[config.mk]
export PLATFORM = sky130hd
export DESIGN_NAME = hello_seq
export DESIGN_NICKNAME = d
export VERILOG_FILES = /design/src/rtl/hello_seq.sv
export SDC_FILE = /design/constraint.sdc
export NUM_CORES = 1
export LEC_CHECK = 0
export ABC_AREA = 1
export CAP_MARGIN = 20
export CORE_UTILIZATION = 45
export CTS_CLUSTER_SIZE = 28
export DETAILED_ROUTE_END_ITERATION = 16
export HOLD_SLACK_MARGIN = 0.06
export PLACE_DENSITY = 0.69
export SLEW_MARGIN = 20
export SYNTH_ARGS = -nofsm -noshare
export SYNTH_HDL_FRONTEND = slang
export SYNTH_SLANG_ARGS = --single-unit
[constraint.sdc]
create_clock -name clock -period 2 [get_ports clock]
set_input_delay 0.4 -clock clock [delete_from_list [all_inputs] [get_ports clock]]
set_output_delay 0.4 -clock clock [all_outputs]
set_load 0.005 [all_outputs]
[src/rtl/hello_seq.sv]
`default_nettype none
// ============================================================================
// Module   : hello_seq
// Purpose  : Streams the contents of a sequential ROM to a ready/valid sink,
//            REPS times per start request, with GAP idle cycles between
//            passes. Each pass rewinds the ROM, then fetches one byte at a
//            time until the ROM reports empty.
// Ports    : clock      - system clock, rising edge
//            reset      - synchronous, active-high reset
//            start      - begin a sequence (sampled only while idle)
//            abort      - terminate the current sequence
//            rom_reset  - rewind strobe to the ROM (combinational)
//            rom_get    - fetch strobe to the ROM (combinational)
//            rom_data   - ROM registered output, valid the cycle after rom_get
//            rom_empty  - ROM exhausted flag
//            data       - byte presented to the sink (registered)
//            valid      - data holds a byte for the sink (registered)
//            ready      - sink accepts data when valid and ready are high
//            busy       - high whenever a sequence is in progress
//            done       - one-cycle pulse on normal completion (registered)
// Revision : 1.0 - initial release
// ============================================================================
module hello_seq #(
    parameter int W    = 8,
    parameter int REPS = 1,
    parameter int GAP  = 4
) (
    input  logic         clock,
    input  logic         reset,
    input  logic         start,
    input  logic         abort,
    output logic         rom_reset,
    output logic         rom_get,
    input  logic [W-1:0] rom_data,
    input  logic         rom_empty,
    output logic [W-1:0] data,
    output logic         valid,
    input  logic         ready,
    output logic         busy,
    output logic         done
);

    localparam logic [7:0] REPS_C = 8'(REPS);
    localparam logic [7:0] GAP_C  = 8'(GAP);

    typedef enum logic [2:0] {
        IDLE   = 3'd0,
        REWIND = 3'd1,
        FETCH  = 3'd2,
        LOAD   = 3'd3,
        SEND   = 3'd4,
        WAIT   = 3'd5
    } state_t;

    state_t     state;
    logic [7:0] pass_cnt;
    logic [7:0] gap_cnt;

    // A system reset must also rewind the ROM so both sides start aligned.
    assign rom_reset = reset | (state == REWIND);
    // FETCH is only ever entered with valid low, so this cannot overlap a
    // pending byte.
    assign rom_get   = (state == FETCH) & ~rom_empty;
    assign busy      = (state != IDLE);

    always_ff @(posedge clock) begin
        if (reset) begin
            state    <= IDLE;
            valid    <= 1'b0;
            done     <= 1'b0;
            data     <= '0;
            pass_cnt <= 8'd0;
            gap_cnt  <= 8'd0;
        end else begin
            done <= 1'b0;
            if (abort && (state != IDLE)) begin
                // Any handshake in this same cycle has already completed on
                // the wire; the byte counts as delivered and we just stop.
                state <= IDLE;
                valid <= 1'b0;
            end else begin
                case (state)
                    IDLE: begin
                        // abort outranks start even when idle
                        if (start && !abort) begin
                            state    <= REWIND;
                            pass_cnt <= REPS_C;
                        end
                    end
                    REWIND: begin
                        state <= FETCH;
                    end
                    FETCH: begin
                        if (!rom_empty) begin
                            state <= LOAD;
                        end else begin
                            // Saturating decrement: a zero count never wraps.
                            pass_cnt <= (pass_cnt != 8'd0) ? (pass_cnt - 8'd1) : 8'd0;
                            if (pass_cnt > 8'd1) begin
                                if (GAP_C != 8'd0) begin
                                    state   <= WAIT;
                                    gap_cnt <= GAP_C;
                                end else begin
                                    state <= REWIND;
                                end
                            end else begin
                                state <= IDLE;
                                done  <= 1'b1;
                            end
                        end
                    end
                    LOAD: begin
                        data  <= rom_data;
                        valid <= 1'b1;
                        state <= SEND;
                    end
                    SEND: begin
                        if (ready) begin
                            valid <= 1'b0;
                            state <= FETCH;
                        end
                    end
                    WAIT: begin
                        // gap_cnt holds the WAIT cycles still to spend,
                        // including the current one.
                        if (gap_cnt <= 8'd1) begin
                            state <= REWIND;
                        end else begin
                            gap_cnt <= gap_cnt - 8'd1;
                        end
                    end
                    default: begin
                        state <= IDLE;
                    end
                endcase
            end
        end
    end

endmodule
`default_nettype wire
; After elaboration in Yosys (flattened, before gate mapping)
; Cells that the tools add are included.
[totals]
ff_bits = 29
elab_cells = 59
out_inout_bits = 13
input_bits = 14
[op_classes]
eq_ne = 11
bitwise_logic = 5
reduce_logical = 16
muxes = 17
order_cmp = 2
n_addsub = 2
[op_table]
columns = op, count
row1 = $mux W8, 6
row2 = $pmux W8 S2, 2
row3 = $pmux W3 S6, 1
row4 = $sub A8 B1 Y8 const B, 2
row5 = $mux W3, 5
row6 = $ne A2 B2 Y1 const B, 5
row7 = $gt A8 B1 Y1 const B, 1
row8 = $le A8 B1 Y1 const B, 1
row9 = $reduce_bool A8 Y1, 1
row10 = $eq A3 B2 Y1 const B, 2
row11 = $eq A3 B3 Y1 const B, 2
row12 = $reduce_bool A2 Y1, 3
row13 = $reduce_and A5 Y1, 1
row14 = $reduce_and A2 Y1, 2
row15 = $reduce_and A4 Y1, 1
row16 = $reduce_or A4 Y1, 1
row17 = $eq A3 B1 Y1 const B, 1
row18 = $logic_not A3 Y1, 1
row19 = $not A1 Y1, 3
row20 = $reduce_and A3 Y1, 1
row21 = $reduce_bool A3 Y1, 1
row22 = $logic_and A1 B1 Y1, 2
row23 = $mux W1, 2
row24 = $ne A2 B1 Y1 const B, 1
row25 = other kinds (5), 5

; Logic depth before layout (Yosys ltp)
; Gate-level depths: netlist of run 1.
[logic_depth]
depth_word = 4
ltp_mapped = 12
mapped_depth_nobuf = 12

; Least setup slack after synthesis of run 1
; OpenSTA, ideal clock, no wires.
[synth_timing]
kind = register to register
start = reg gap_cnt[0]
end = reg gap_cnt[1]
setup_time_ns = 0.112
path_stages_with_launch = 12
t_arrival_ns = 1.355
synth_period_minus_slack_ns = 1.467
path_buffers = 0
slack_ns = 0.533
t_required_ns = 1.888
cell_sequence = dfxtp_1 > inv_1 > ha_1 > inv_1 > nand2_1 > nand2_1 > o21ai_2 > nand2_2 > nand2_4 > nand2_2 > nand2_1 > nor2_2
[synth_between]
elab_chain_len = 3
elab_cells_between_ends = 6
classes_between = add/sub: 1 / order compare: 1 / eq/ne: 1 / mux: 2 / reduce/logical: 1
[synth_lines]
columns = item, line
row1 = from (decl), 57  ; logic [7:0] gap_cnt;
row2 = from (signal assigned), 129  ; gap_cnt <= gap_cnt - 8'd1;
row3 = $sub A8 B1 Y8 or $le A8 B1 Y1 (tied branches), "129, 126"
row4 = $mux W8 or $ne A2 B2 Y1 (tied branches), -
row5 = $pmux W8 S2 or $reduce_and A5 Y1 (tied branches), -
; Parallel ways exist; a longest one is shown, timed or not. The select of a mux whose other input is x is not followed.
; A chain may end at the register's enable or synchronous reset.

; Worst setup path after layout of run 1
[layout_timing]
start = in rom_empty
end = out rom_get
[layout_between]
elab_chain_len = 2
[layout_lines]
columns = item, line
row1 = from (decl), 35  ; input logic rom_empty,
row2 = $not A1 Y1 (no source line), -
row3 = $and A1 B1 Y1, 63  ; assign rom_get = (state == FETCH) & ~rom_empty;
row4 = to (decl), 33  ; output logic rom_get,
; Every way passes these cells.

==> results of run 1 <==
area by class of cell:
type                       count  area [um2]  area share [%]
sequential                    29         583            27.4
timing repair buffer          33         328            15.4
multi-input combinational    184         963            45.3
tap                           46        57.6            2.70
clock inverter                 2        10.0           0.470
inverter                      29         114            5.35
clock buffer                   6        72.6            3.41
flip-flops by register name, summed over array words and instances (netlist names):
register	flops
data	8
gap_cnt	8
pass_cnt	8
state	3
done	1
valid	1
logic make-up (layout without fill, tap and decap cells):
family | Yosys count | in the layout | synth area share, %
buffers and inverters | 32 | 70 | 7.78
flip-flops | 29 | 29 | 34.7
adder cells (fa/ha/maj) | 4 | 4 | 2.99
XOR/XNOR | 3 | 3 | 1.57
AND/OR/NAND/NOR | 136 | 136 | 38.7
AO/OA/AOI/OAI | 41 | 41 | 14.2
through the flow:
| stage | instance area, um2 | hold WS, ns | utilization, % |
|---|---|---|---|
| finish | 2130 | 0.469 | 61.8 |
| global route | 2130 | 0.494 | 61.8 |
| CTS | 2090 | 0.472 | 60.7 |
| detailed placement | 2000 | 0.458 | 58.1 |
| global placement | 2000 | 0.459 | 58.1 |
| floorplan | 1670 | 0.456 | - |
cells in the final DEF, fill, tap and decap left out:
master and instances:
buf_4 6, dfxtp_2 2, clkbuf_1 1, buf_12 1, inv_4 2, o211ai_2 1
nor2_2 7, nand2_1 48, nor3_1 1, dfxtp_1 27, o21ai_0 18, nand3_1 18
nand3_4 1, inv_2 3, inv_1 24, o21bai_1 1, nor4_1 1, nand2_4 4
ha_1 4, dlymetal6s2s_1 1, clkinv_2 2, a21boi_4 1, nor2_4 4, clkbuf_8 5
nand3b_1 1, clkdlybuf4s50_1 25, o21a_1 1, xnor2_1 1, nor2_1 44, o21ai_2 1
a21o_1 1, a21oi_1 17, nand4_1 3, xor2_1 2, nand2_2 4
what timing repair did:
| action | in CTS | in global routing |
|---|---|---|
| endpoints found under the setup margin | 1 | 2 |
| gates resized for setup | 2 | 4 |
| hold buffers | 0 | 0 |
| gates cloned | 0 | 0 |
| buffers inserted | 0 | 3 |
critical path: stages:
cell and delay, ns:
clkdlybuf4s50_1 0.45, nor2_2 0.17, clkdlybuf4s50_1 0.52
per-layer routing:
| layer | GRT usage, % | wire length, um |
|---|---|---|
| met3 | 6.20 | 182 |
| met2 | 28.9 | 1470 |
| met1 | 27.9 | 1920 |
| met4 | 6.98 | 44 |
| met5 | 0 | 0 |
worst max path at each step:
stage | start | end | slack (ns)
global route | state[2] | rom_get | 0.01
CTS | reset | rom_reset | 0.03
detailed placement | reset | rom_reset | 0.05
floorplan | gap_cnt[0] | gap_cnt[1] | 0.53
finish | rom_empty | rom_get | 0.07
global placement | reset | rom_reset | 0.04
report_power, final:
group / internal, uW / switching, uW
Combinational: 166 / 259
Clock: 240 / 218
Sequential: 609 / 29.0
Total: 1010 / 506
==> flow_summary.ini, run 1 <==
[worst_setup_path]
crit_arrival_ns = 1.53
worstRegToRegCells = 11
worstPathRequired_ns = 1.60
crit_type = in -> out
r2r_end = gap_cnt[1]
endpoint_kind = output port
startpoint_type = input port
reg2reg_setup_slack_ns = 0.25
reg2reg_from = gap_cnt[0]
critPathMaxFanout = 2

[grt]
grt_pass1_vias = 1423
antenna_found_initial = 0
overflow = 0
grt_pass1_wl_mm = 6.37
grt_usage_pct = 20.1
grt_max_degree = 15

[sta]
fin_setup_tns_ns = 0
skew_ns = 0.00442
period_minus_slack_ns = 1.93
worst_pin_slew_ns = 0.303
drv_slew = 0
grt_setup_unrepaired = false
setup_violations = 0
setup_slack_ns = 0.0665
max_freq_mhz = 517
timing.final.crit_share_pct = 96.7
hold_viol = 0
slew-limit-headroom_pct = 79.6

[yosys]
synth_seq_area_share_pct = 34.7
synth_cells = 245
yosysUniqueCellTypes = 30
yosys_warnings = 0
async_flop_share_pct = 0
yosysTopAreaCell = dfxtp_1
synth_nets = 263
synthTopCellsByCount = nand2_1, nor2_1, dfxtp_1, inv_1
synth.area.top_cells = dfxtp_1, nand2_1, nor2_1
yosys.area.top_type_share_pct = 34.7
ys_ff_latch = 29
synthFlopType = dfxtp_1
synth.most_common_cell = nand2_1
synth.avg_cell_area_um2 = 6.82
netlist_area_um2 = 1670
synth-edff-count = 0

[clock_tree]
cts_max_level = 2
cts_buffers = 5
clk_latency_ns = 0.27
cts_tree = built
cts_sinks = 29
cts-root-buf = clkbuf_8
cts_buffer_depth = 2
path_clk_slew_ns = 0.06

[cells_and_area]
area_delta_synth_final_pct = 27.3
fillers = 336
n_antenna_cell = 0
fin_cells = 329
drive_above_1_share_pct = 15.5
nets = 300

[worst_hold_path]
min_path_type = reg -> reg
hold_end = valid
worstHoldPathCells = 2
min_from = valid

[route]
routedWlPerCell_um = 11.0
vias_per_cell = 4.78
firstDrtPassIters = 4
drt-initial-drc-count = 71
drc_errors = 0
ant_nets = 0
wl_mm = 3.62
vias = 1574

[floorplan]
die_w_um = 63.0
initial_core_util_pct = 48.6
rows = 21
core-area_um2 = 3440
die_area_um2 = 3960
die_h_um = 63.0
io_pins = 27

[outcome]
status = complete, no violations

[job]
drv_cap = 0

[power_and_ir_drop]
p_total_uw = 1520
vdd_ir_drop_max_v = 0.000400
p_per_area_nw_per_um2 = 715
power.leakage_uw = 0.000940

[place]
place_congestion = 0.824
place_inst = 318
dp_hpwl_mm = 2.56
dp_slack_ns = 0.0484
io_buffers = 26
Power figures use the tool's default switching activity.
==> run 2: changes to the inputs <==
--- a/config.mk
+++ b/config.mk
@@ -6,7 +6,6 @@
 export NUM_CORES = 1
 export LEC_CHECK = 0
 export ABC_AREA = 1
-export CAP_MARGIN = 20
 export CORE_UTILIZATION = 45
 export CTS_CLUSTER_SIZE = 28
 export DETAILED_ROUTE_END_ITERATION = 16
==> results of run 2 <==
Final layout, timing and power as in run 1 (identical DEF).
==> run 3: changes to the inputs <==
--- a/config.mk
+++ b/config.mk
@@ -11,7 +11,6 @@
 export DETAILED_ROUTE_END_ITERATION = 16
 export HOLD_SLACK_MARGIN = 0.06
 export PLACE_DENSITY = 0.69
-export SLEW_MARGIN = 20
 export SYNTH_ARGS = -nofsm -noshare
 export SYNTH_HDL_FRONTEND = slang
 export SYNTH_SLANG_ARGS = --single-unit
==> results of run 3 <==
Final layout, timing and power as in run 1 (identical DEF).
